File: src/rtl/fetch_buf.sv
// Instruction-fetch front end: registered PC, credit-limited imem request port,
// in-order fetch queue toward decode, with redirect flush and stale-response dropping.
module fetch_buf #(
    parameter int               WIDTH    = 32,
    parameter int               DEPTH    = 4,
    parameter logic [WIDTH-1:0] RESET_PC = 32'h8000_0000
) (
    input  logic             clk,
    input  logic             rst_n,
    output logic             imem_req_valid_o,
    input  logic             imem_req_ready_i,
    output logic [WIDTH-1:0] imem_req_addr_o,
    input  logic             imem_rsp_valid_i,
    input  logic [31:0]      imem_rsp_data_i,
    input  logic             redirect_valid_i,
    input  logic [WIDTH-1:0] redirect_pc_i,
    output logic             fetch_valid_o,
    input  logic             fetch_ready_i,
    output logic [WIDTH-1:0] fetch_pc_o,
    output logic [WIDTH-1:0] fetch_pre_pc_o,
    output logic [31:0]      fetch_instr_o
);
    localparam int PW = $clog2(DEPTH);
    localparam int CW = PW + 1;

    logic [WIDTH-1:0] r_pc;
    logic [CW-1:0]    r_inflight;
    logic [CW-1:0]    r_drop;
    logic [CW-1:0]    r_count;
    logic [PW-1:0]    r_wr_ptr;
    logic [PW-1:0]    r_rd_ptr;
    logic [PW-1:0]    r_tag_wr;
    logic [PW-1:0]    r_tag_rd;
    logic [WIDTH-1:0] r_q_pc    [DEPTH];
    logic [31:0]      r_q_instr [DEPTH];
    logic [WIDTH-1:0] r_tag     [DEPTH];

    logic [CW:0] w_credit;
    logic        w_req_valid;
    logic        w_req_fire;
    logic        w_rsp_keep;
    logic        w_deq;

    // Outstanding requests plus queued entries may never exceed DEPTH, so every
    // response that is kept always finds a free queue slot.
    assign w_credit    = {1'b0, r_inflight} + {1'b0, r_count};
    assign w_req_valid = !redirect_valid_i && (w_credit < (CW + 1)'(DEPTH));
    assign w_req_fire  = w_req_valid && imem_req_ready_i;
    assign w_rsp_keep  = imem_rsp_valid_i && !redirect_valid_i && (r_drop == '0);
    assign w_deq       = (r_count != '0) && fetch_ready_i && !redirect_valid_i;

    always_ff @(posedge clk or negedge rst_n) begin
        if (!rst_n) begin
            r_pc       <= RESET_PC;
            r_inflight <= '0;
            r_drop     <= '0;
            r_count    <= '0;
            r_wr_ptr   <= '0;
            r_rd_ptr   <= '0;
            r_tag_wr   <= '0;
            r_tag_rd   <= '0;
        end else begin
            // The tag FIFO tracks every request/response pair, including dropped ones.
            if (w_req_fire)       r_tag_wr <= r_tag_wr + PW'(1);
            if (imem_rsp_valid_i) r_tag_rd <= r_tag_rd + PW'(1);
            r_inflight <= r_inflight + CW'(w_req_fire) - CW'(imem_rsp_valid_i);
            if (redirect_valid_i) begin
                r_pc     <= {redirect_pc_i[WIDTH-1:2], 2'b00};
                r_count  <= '0;
                r_rd_ptr <= r_wr_ptr;
                r_drop   <= r_inflight - CW'(imem_rsp_valid_i);
            end else begin
                if (w_req_fire) r_pc <= r_pc + WIDTH'(4);
                if (imem_rsp_valid_i && (r_drop != '0)) r_drop <= r_drop - CW'(1);
                if (w_rsp_keep) r_wr_ptr <= r_wr_ptr + PW'(1);
                if (w_deq)      r_rd_ptr <= r_rd_ptr + PW'(1);
                r_count <= r_count + CW'(w_rsp_keep) - CW'(w_deq);
            end
        end
    end

    always_ff @(posedge clk) begin
        if (w_req_fire) r_tag[r_tag_wr] <= r_pc;
        if (w_rsp_keep) begin
            r_q_pc[r_wr_ptr]    <= r_tag[r_tag_rd];
            r_q_instr[r_wr_ptr] <= imem_rsp_data_i;
        end
    end

    assign imem_req_valid_o = w_req_valid;
    assign imem_req_addr_o  = r_pc;
    assign fetch_valid_o    = (r_count != '0);
    assign fetch_pc_o       = r_q_pc[r_rd_ptr];
    assign fetch_pre_pc_o   = r_q_pc[r_rd_ptr] + WIDTH'(4);
    assign fetch_instr_o    = r_q_instr[r_rd_ptr];

    a_rsp_has_req: assert property (@(posedge clk) disable iff (!rst_n)
        imem_rsp_valid_i |-> (r_inflight != '0));
    a_no_overflow: assert property (@(posedge clk) disable iff (!rst_n)
        w_rsp_keep |-> (r_count != CW'(DEPTH)));
endmodule
File: config.mk
export PLATFORM = sky130hd
export DESIGN_NAME = fetch_buf
export DESIGN_NICKNAME = d
export VERILOG_FILES = /design/src/rtl/fetch_buf.sv
export SDC_FILE = /design/constraint.sdc
export NUM_CORES = 1
export LEC_CHECK = 0
export ABC_AREA = 1
export CAP_MARGIN = 10
export CORE_MARGIN = 8
export CORE_UTILIZATION = 50
export CTS_CLUSTER_DIAMETER = 60
export DETAILED_ROUTE_END_ITERATION = 6
export PLACE_DENSITY = 0.77
export SLEW_MARGIN = 20
export SYNTH_ARGS = -nofsm -noshare
export SYNTH_HDL_FRONTEND = slang
export SYNTH_SLANG_ARGS = --single-unit
File: constraint.sdc
create_clock -name clk -period 6.7 [get_ports clk]
set_input_delay 0.67 -clock clk [delete_from_list [all_inputs] [get_ports clk]]
set_output_delay 0.67 -clock clk [all_outputs]
set_load 0.005 [all_outputs]
==> results of run 1 <==
[metrics by stage]
stage,hold WS (ns),util
after floorplan,0.374,-
after detailed placement,0.504,0.567
final,0.138,0.606
after CTS,0.348,0.606
after global routing,0.175,0.606
after global placement,0.500,0.567
[metal layers]
layer | routed length [um] | track usage | share of wire
met2 | 21300 | 0.338 | 0.49
met1 | 18500 | 0.255 | 0.43
met3 | 2850 | 0.0362 | 0.066
met4 | 849 | 0.0562 | 0.020
met5 | 0 | 0 | 0
[power by group]
group          switching, mW  internal (mW)  leakage, nW
clock network          0.964           1.37        0.676
logic                   2.10           1.38         3.65
registers              0.286           3.27         3.88
total                   3.35           6.02         8.21
[area by class of cell]
cell class                 count  area [um^2]
fill                        2884        14300
clock buffer                  52         1130
sequential                   415        12200
tap                          468          586
timing repair buffer         206         2020
inverter                     101          382
multi-input combinational   1126         5390
clock inverter                28          272
[critical path, delay by kind of cell, from the launching register on]
family | cells | cell delay, ns
AOI/OAI and AO/OA | 1 | 0.10
buffers and inverters | 2 | 1.09
adders and majority gates | 1 | 0.37
and+or+nand+nor | 9 | 1.36
DFF | 1 | 0.70
[Yosys cell counts]
cell,count,share of area
nand3_1,95,0.026
ha_1,20,0.014
nor4_1,1,0.00034
edfxtp_1,368,0.60
o21ai_0,148,0.040
and3_1,1,0.00034
a22o_1,8,0.0038
o211ai_1,11,0.0045
o221ai_1,1,0.00048
inv_1,98,0.020
nor3_1,5,0.0014
o311ai_0,1,0.00048
or2_2,1,0.00034
buf_4,11,0.0045
buf_1,4,0.00082
dfrtp_1,46,0.063
a32oi_1,1,0.00048
buf_2,16,0.0044
nand4_1,14,0.0048
o21ai_1,1,0.00027
nor2_1,236,0.048
or3_1,1,0.00034
inv_4,1,0.00034
dfstp_2,1,0.0014
nor2_2,7,0.0024
a31oi_1,4,0.0014
a21oi_1,5,0.0014
fa_1,2,0.0022
inv_2,2,0.00041
nand2_1,440,0.090
o22ai_1,62,0.021
conb_1,1,0.00020
xnor2_1,8,0.0038
buf_6,5,0.0031
nand2_2,6,0.0020
clkbuf_1,47,0.0096
nand3b_1,2,0.00082
o21bai_1,6,0.0025
xor2_1,33,0.016
[state kept, by name, summed over array words and instances (netlist names)]
register,flops
r_q_instr,128
r_q_pc,120
r_tag,120
imem_req_addr_o,30
r_count,3
r_drop,3
r_inflight,3
r_rd_ptr,2
r_tag_rd,2
r_tag_wr,2
r_wr_ptr,2
[final timing paths]
path,to,start
hold reg to reg,r_inflight[2]$_DFF_PN0_,r_inflight[1]$_DFF_PN0_
max in group asynchronous,r_rd_ptr[0]$_DFFE_PN0P_,rst_n
hold / removal,imem_req_addr_o[28]$_DFFE_PN0P_,rst_n
setup / recovery,fetch_pre_pc_o[30],r_rd_ptr[0]$_DFFE_PN0P_
setup reg to reg,r_q_pc[2][21]$_DFFE_PP_,r_tag_rd[1]$_DFFE_PN0P_
min in group clk,r_inflight[2]$_DFF_PN0_,r_inflight[1]$_DFF_PN0_
[logic make-up after synthesis]
logic type | count (synthesis) | synth area share
buf+inv | 184 | 0.0432
other cells | 1 | 0.000205
xor+xnor | 41 | 0.0196
compound gates | 248 | 0.0768
fa+ha+maj | 22 | 0.0158
flops | 415 | 0.667
simple gates | 809 | 0.177
==> out/metrics.yaml, run 1 <==
slowest_delay_ns: 0.70
finalSetupTns_ns: 0
ys.warnings.count: 0
crit_fanout: 66
ys_types: 39
clock_latency_ns: 0.55
relSlewSlack: 0.265
drc: 0
place_congestion: 0.914
dieHeight_um: 207
final_common_cell: "nand2_1"
hold_buffers: 0
worst_pin_slew_ns: 1.10
numPortBuffers: 191
cp_slowest_cell: "dfrtp_4"
grt_pass1_wl_um: 68500
cts_sinks: 415
vias: 13000
critPathArrivalTime_ns: 4.20
power_leakage_nw: 8.21
power.total_mw: 9.37
grt_max_degree: 84
p_per_area_nw_per_um2: 426
cts_buffers: 43
crit_type: "flop to output pin"
drt-initial-drc-count: 883
postCtsSetupRepairBufs: 0
io_pins: 200
viasPerCell: 5.43
overflow: 0
syn_area_um2: 18300
dp_slack_ns: 2.41
fmax_ghz: 0.205
ff2ff_path_depth: 3
wire_per_inst_um: 18.1
yosysSeqAreaShare: 0.667
layout_min_cycle_time_ns: 4.87
placed_cells: 2316
rsz0062_at_grt: "false"
crit_top_cell: "nand2_1"
crit_chain: "inv_4, nor2_1, nor2_1, o21ai_0, nand2_1, ha_1, nand2_1, nor2_1, nand2_1, nor2_2, nand3_1, nand2_1, clkdlybuf4s50_1"
antenna_cells: 0
core_um2: 36300
dieWidth_um: 207
fin_area_um2: 22000
antenna_found_initial: 0
grt_pass1_vias: 12900
routed_wl_um: 43500
syn_avg_cell_area_um2: 10.7
drive_gt1_frac: 0.0571
nets: 1985
hold_class: "input port to asynchronous set/reset pin"
ys_seq_elements: 415
worstSetupEndpointType: "output pin"
slew_violations: 0
maxCapViolations: 0
hold_viol_final: 0
cts_buffer_depth: 3
place_hpwl_um: 27700
clockRootBuffer: "clkbuf_16"
r2r_setup_slack_ns: 3.95
synthCells: 1720
setup_viol: 0
final_cell_mix: "nand2_1, edfxtp_1, nor2_1"
status: "finished, final reports clean"
start_util: 0.504
area_growth_pct: 20.1
rows: 70
finalNonFillerCells: 2396
drt-pass1-iter-count: 5
fin_ws_ns: 1.83
htree_levels: 2
finalCritPeriodShare: 0.727
antenna_left: 0
clk_pin_slew_ns: 0.06
cp-start-kind: "flop"
grt_usage: 0.197
cp.required_ns: 6.03
die_area_um2: 43000
worst_ir_drop_vdd_mv: 0.201
cts_tree: "yes"
cts_resized: 0
fin_skew_ns: 0.0312
placed_area_um2: 20600
Note: power is estimated with default switching activity, not from simulation.
==> run 2: changes to the inputs <==
Clock period 6.7 ns to 5.1 ns, I/O delays scaled along.
==> run 2 against run 1 <==
- non-clock buffer count up 6
- critical path type unchanged
- combinational power is 32% higher
- highest routed layer unchanged
- wire length shrank 0.21%
==> out/metrics.yaml, run 2 (synthesis results as in run 1) <==
numPortBuffers: 191  # unchanged
cts_buffer_depth: 3  # unchanged
crit_fanout: 24  # -64%
place_congestion: 0.922  # +0.84%
seqPwrFrac: 0.375  # -0.005
crit_type: "flop to output pin"
vias: 13000  # +0.16%
r2r_end: "r_inflight[2]$_DFF_PN0_"
antenna_left: 0  # unchanged
path_delay_family: "simple AND/OR/NAND/NOR gates"
dieHeight_um: 207  # unchanged
clock_latency_ns: 0.54  # about the same
status: "finished, final reports clean"
met2_length_um: 21100  # -1.1%
nFillCells: 2819  # -2.3%
cp-start-kind: "flop"
drc: 0  # unchanged
cts_sinks: 415  # unchanged
fin_skew_ns: 0.0219  # -0.00922 ns
crit_buf_inv: 2  # unchanged
layout_min_cycle_time_ns: 4.28
place_hpwl_um: 28100  # +1.3%
hold_viol_final: 0  # unchanged
finalCritPeriodShare: 0.839
cts_buffers: 42  # -2.3%
io_pins: 200  # unchanged
slowest_delay_ns: 0.69  # about the same
top_regs: "r_q_instr (128), r_q_pc (120), r_tag (120)"
worstSetupEndpointType: "output pin"
postCtsSetupRepairBufs: 0  # unchanged
cts_resized: 0  # unchanged
drive_gt1_frac: 0.0580  # +0.000947
antenna_found_initial: 0  # unchanged
worst_ir_drop_vdd_mv: 0.330  # +64%
combPwrFrac: 0.370  # about the same
ff2ff_path_depth: 11  # +8
slew_violations: 0  # unchanged
dp_slack_ns: 1.33  # -1.08 ns
die_area_um2: 43000  # unchanged
drt-pass1-iter-count: 5  # unchanged
worst_pin_slew_ns: 1.02  # -0.0848 ns
viasPerCell: 5.44  # about the same
r2r_setup_slack_ns: 2.14  # -1.81 ns
grt_usage: 0.197  # -0.000237
clockRootBuffer: "clkbuf_16"
nets: 1990  # +0.25%
internal_power_mw: 8.06  # +34%
antenna_cells: 0  # unchanged
grt_pass1_wl_um: 68400  # -0.21%
wire_per_inst_um: 18.1  # -0.34%
fmax_ghz: 0.234
m1WireLength_um: 18800  # +1.7%
finalHoldWorstSlack_ns: 0.0574  # -0.0806 ns
maxCapViolations: 0  # unchanged
start_util: 0.504  # unchanged
top_layer_used: "met4"
crit_top_cell: "nand2_1"
placed_cells: 2322  # +0.26%
area_growth_pct: 20.4
htree_levels: 2  # unchanged
cp.required_ns: 4.59  # -1.44 ns
fin_ws_ns: 0.819  # -1.01 ns
dieWidth_um: 207  # unchanged
cts_tree: "yes"
cp_slowest_cell: "dfrtp_2"
met3_length_um: 2680  # -6.0%
grt_pass1_vias: 12700  # -1.4%
p_per_area_nw_per_um2: 563  # +32%
overflow: 0  # unchanged
routed_wl_um: 43400  # -0.21%
final_cell_mix: "nand2_1, edfxtp_1, nor2_1"
r2r_start: "r_count[1]$_DFF_PN0_"
largest_reg_flops: 128  # unchanged
final_util: 0.607  # +0.00172
hold_buffers: 0  # unchanged
relSlewSlack: 0.322  # +0.0565
power_switching_mw: 4.37  # +31%
top_register: "r_q_instr"
final_common_cell: "nand2_1"
finalSetupTns_ns: 0  # unchanged
clkPwrFrac: 0.255  # +0.006
critPathArrivalTime_ns: 3.77  # -0.43 ns
grt_max_degree: 65  # -23%
core_um2: 36300  # unchanged
setup_viol: 0  # unchanged
drt-initial-drc-count: 944  # +6.9%
hold_class: "input port to asynchronous set/reset pin"
power_leakage_nw: 8.26  # +0.56%
swShare: 0.352  # -0.00525
rsz0062_at_grt: "false"
clk_pin_slew_ns: 0.06  # about the same
rows: 70  # unchanged
crit_chain: "inv_2, nor2_1, o21ai_0, nand2_1, ha_1, nand2_1, nor2_1, nand2_1, nor2_2, xor2_1, clkdlybuf4s50_1"
finalNonFillerCells: 2399  # +0.13%
-- run 2: worst max path at each step --
stage                                  startpoint                   endpoint  cells after the start
after floorplan                  redirect_valid_i  r_q_instr[0][0]$_DFFE_PP_                      4
after global placement           redirect_valid_i     r_tag[3][18]$_DFFE_PP_                      7
after detailed placement         redirect_valid_i     r_tag[0][28]$_DFFE_PP_                      7
after CTS                 r_rd_ptr[1]$_DFFE_PN0P_         fetch_pre_pc_o[14]                     11
after global routing      r_rd_ptr[1]$_DFFE_PN0P_         fetch_pre_pc_o[12]                     11
final                     r_rd_ptr[1]$_DFFE_PN0P_         fetch_pre_pc_o[14]                     11
-- run 2: area by class of cell --
cell class / count / area [um^2] / share of cell area
clock inverters: 21 / 305 / 0.0138
multi-input cells: 1126 / 5370 / 0.243
flip-flops and latches: 415 / 12200 / 0.554
repair buffers: 212 / 2060 / 0.0935
well taps: 468 / 586 / 0.0265
inverters: 101 / 382 / 0.0173
clock buffers: 56 / 1130 / 0.0514
-- run 2: worst reg2reg max path, cell delays in order, from the launching register on --
cell and delay, ns:
dfrtp_1 0.45, ha_1 0.31, nand2_1 0.07, nor2_1 0.04
nor2_1 0.16, nand2_2 0.40, ha_1 0.46, inv_1 0.04
ha_1 0.19, fa_1 0.38, xnor2_1 0.20, xor2_1 0.19
-- run 2: power groups by stage --
stage | Combinational, mW | Sequential (mW) | Clock, mW
3_3_place_gp | 4.47 | 4.70 | 0
2_1_floorplan | 2.62 | 4.55 | 0
6_report | 4.61 | 4.66 | 3.16
5_1_grt | 5.09 | 4.71 | 3.34
4_1_cts | 4.63 | 4.66 | 3.21
3_5_place_dp | 4.60 | 4.72 | 0
-- run 2: per-layer routing --
layer,vias to the layer above,GRT usage
li1,6253,-
met1,6266,0.261
met2,457,0.333
met3,67,0.0341
met4,0,0.0530
met5,-,0
-- run 2: stage by stage --
step / cell area [um^2] / total power [mW]
after floorplan: 18300 / 7.17
after global placement: 20600 / 9.17
after detailed placement: 20600 / 9.32
after CTS: 22100 / 12.5
after global routing: 22100 / 13.1
final: 22100 / 12.4
==> run 3: changes to the inputs <==
Settings changed: PLACE_DENSITY 0.77 to 0.8.
Clock period 5.1 ns to 3.65 ns, I/O delays scaled along.
==> run 3 against run 2 <==
- sequential power grew 38%
- critical path depth shrank 1
- global-route usage decreased by 0.078 points
- clock power increased by 22%
- largest power group is now combinational cells
==> out/metrics.yaml, run 3 (synthesis results as in run 1) <==
clock_latency_ns: 0.55  # about the same
top_register: "r_q_instr"
start_util: 0.504  # unchanged
place_hpwl_um: 28300  # +0.61%
power_leakage_nw: 8.25  # about the same
antenna_found_initial: 0  # unchanged
cts_buffer_depth: 3  # unchanged
top_regs: "r_q_instr (128), r_q_pc (120), r_tag (120)"
cp_slowest_cell: "clkdlybuf4s50_1"
cp-start-kind: "flop"
grt_pass1_vias: 12700  # -0.10%
antenna_left: 0  # unchanged
worstSetupEndpointType: "output pin"
htree_levels: 2  # unchanged
finalCritPeriodShare: 0.959
crit_fanout: 23  # -4.2%
hold_viol_final: 0  # unchanged
rows: 70  # unchanged
drt-initial-drc-count: 1231  # +30%
finalHoldWorstSlack_ns: 0.389  # +0.332 ns
path_delay_family: "simple AND/OR/NAND/NOR gates"
drt-pass1-iter-count: 5  # unchanged
drive_gt1_frac: 0.0659  # +0.00791
worst_pin_slew_ns: 0.952  # -0.0649 ns
wire_per_inst_um: 18.2  # +0.50%
relSlewSlack: 0.364  # +0.0426
routed_wl_um: 43800  # +0.96%
nets: 2003  # +0.65%
layout_min_cycle_time_ns: 3.50
place_congestion: 0.912  # -1.0%
nFillCells: 2788  # -1.1%
crit_chain: "inv_2, buf_4, nand3_1, nand2_1, nor2_1, nand2_2, nor2_2, nand2_1, xor2_1, clkdlybuf4s50_1"
dieWidth_um: 207  # unchanged
grt_max_degree: 69  # +6.2%
fmax_ghz: 0.286
largest_reg_flops: 128  # unchanged
slew_violations: 0  # unchanged
cp.required_ns: 3.28  # -1.31 ns
dieHeight_um: 207  # unchanged
slowest_delay_ns: 0.56  # -0.13 ns
grt_usage: 0.196  # -0.000778
crit_top_cell: "nand2_1"
clk_pin_slew_ns: 0.06  # about the same
placed_cells: 2332  # +0.43%
final_common_cell: "nand2_1"
crit_type: "flop to output pin"
antenna_cells: 0  # unchanged
fin_ws_ns: 0.148  # -0.670 ns
cts_sinks: 415  # unchanged
area_growth_pct: 20.4  # about the same
final_cell_mix: "nand2_1, edfxtp_1, nor2_1"
critPathArrivalTime_ns: 3.14  # -0.63 ns
die_area_um2: 43000  # unchanged
p_per_area_nw_per_um2: 769  # +37%
drc: 0  # unchanged
cts_buffers: 40  # -4.8%
core_um2: 36300  # unchanged
maxCapViolations: 0  # unchanged
setup_viol: 0  # unchanged
worst_ir_drop_vdd_mv: 0.336  # +2.0%
power.total_mw: 17.0  # +37%
finalNonFillerCells: 2410  # +0.46%
crit_buf_inv: 3  # +1
clockRootBuffer: "clkbuf_16"
cts_tree: "yes"
fin_skew_ns: 0.0253  # +0.00336 ns
status: "finished, final reports clean"
overflow: 0  # unchanged
vias: 13100  # +0.67%
dp_slack_ns: 0.364  # -0.966 ns
io_pins: 200  # unchanged
hold_class: "input port to flop"
viasPerCell: 5.45  # +0.21%
numPortBuffers: 191  # unchanged
grt_pass1_wl_um: 68500  # +0.15%
run 3: cell count changes in the layout (fill, tap and decap cells not counted), sizes merged:
cell | previous run | this run
buf | 22 | 36
clkinvlp | 2 | 0
dlygate4sd3 | 0 | 1
inv | 103 | 105
clkinv | 10 | 14
bufinv | 7 | 1
clkbuf | 56 | 54
run 3: stage by stage:
step                area [um^2]  utilization  TNS [ns]
floorplan                 18300            -   -107.11
global placement          20700        0.570         0
detailed placement        20700        0.570         0
CTS                       22000        0.605  -0.00808
global route              22100        0.607   -0.0132
finish                    22100        0.607         0
run 3: worst register-to-register path: cells and delay by family, from the launching register on:
family	cells	cell delay, ns
AO/OA/AOI/OAI	2	0.30
flip-flops	1	0.46
buffers and inverters	3	0.92
AND/OR/NAND/NOR	5	0.50
adder cells (fa/ha/maj)	1	0.31
run 3: what timing repair did:
item | CTS | global route
endpoints found under the setup margin | 17 | 19
resized for setup | 12 | 12
endpoints found under the hold margin | 36 | 0
hold buffers | 1 | 0
buffers inserted | 1 | 3
pin swaps | 0 | 1
run 3: report_power, final:
part	total (mW)	switching, mW	internal [mW]	leakage (nW)
Combinational	6.70	4.03	2.67	3.77
Clock	3.84	1.70	2.15	0.600
Sequential	6.44	0.426	6.01	3.88
Total	17.0	6.15	10.8	8.25
run 3: routing by layer:
| metal | up-vias | global-route usage | wire (um) |
|---|---|---|---|
| li1 | 6280 | - | - |
| met4 | 0 | 0.0510 | 823 |
| met5 | - | 0 | 0 |
| met3 | 69 | 0.0356 | 3060 |
| met2 | 509 | 0.332 | 21600 |
| met1 | 6272 | 0.260 | 18400 |
run 3: final timing paths:
check                                        start                         endpoint  slack, ns  cells after the start
min in group asynchronous                    rst_n  imem_req_addr_o[20]$_DFFE_PN0P_       0.47                      2
max in group asynchronous                    rst_n  imem_req_addr_o[25]$_DFFE_PN0P_       2.48                      3
setup reg to reg              r_count[1]$_DFF_PN0_  imem_req_addr_o[26]$_DFFE_PN0P_       1.09                     11
hold / removal                   redirect_pc_i[10]  imem_req_addr_o[10]$_DFFE_PN0P_       0.39                      3
hold reg to reg            r_inflight[1]$_DFF_PN0_          r_inflight[2]$_DFF_PN0_       0.51                      1
setup / recovery           r_rd_ptr[1]$_DFFE_PN0P_               fetch_pre_pc_o[17]       0.15                     10
run 3: area by class of cell:
class / instances / area, um^2 / area share
sequential: 415 / 12200 / 0.555
multi-input combinational: 1126 / 5430 / 0.246
inverter: 101 / 387 / 0.0175
timing repair buffer: 227 / 2210 / 0.100
tap: 468 / 586 / 0.0265
clock buffer: 54 / 1060 / 0.0482
clock inverter: 19 / 155 / 0.00703
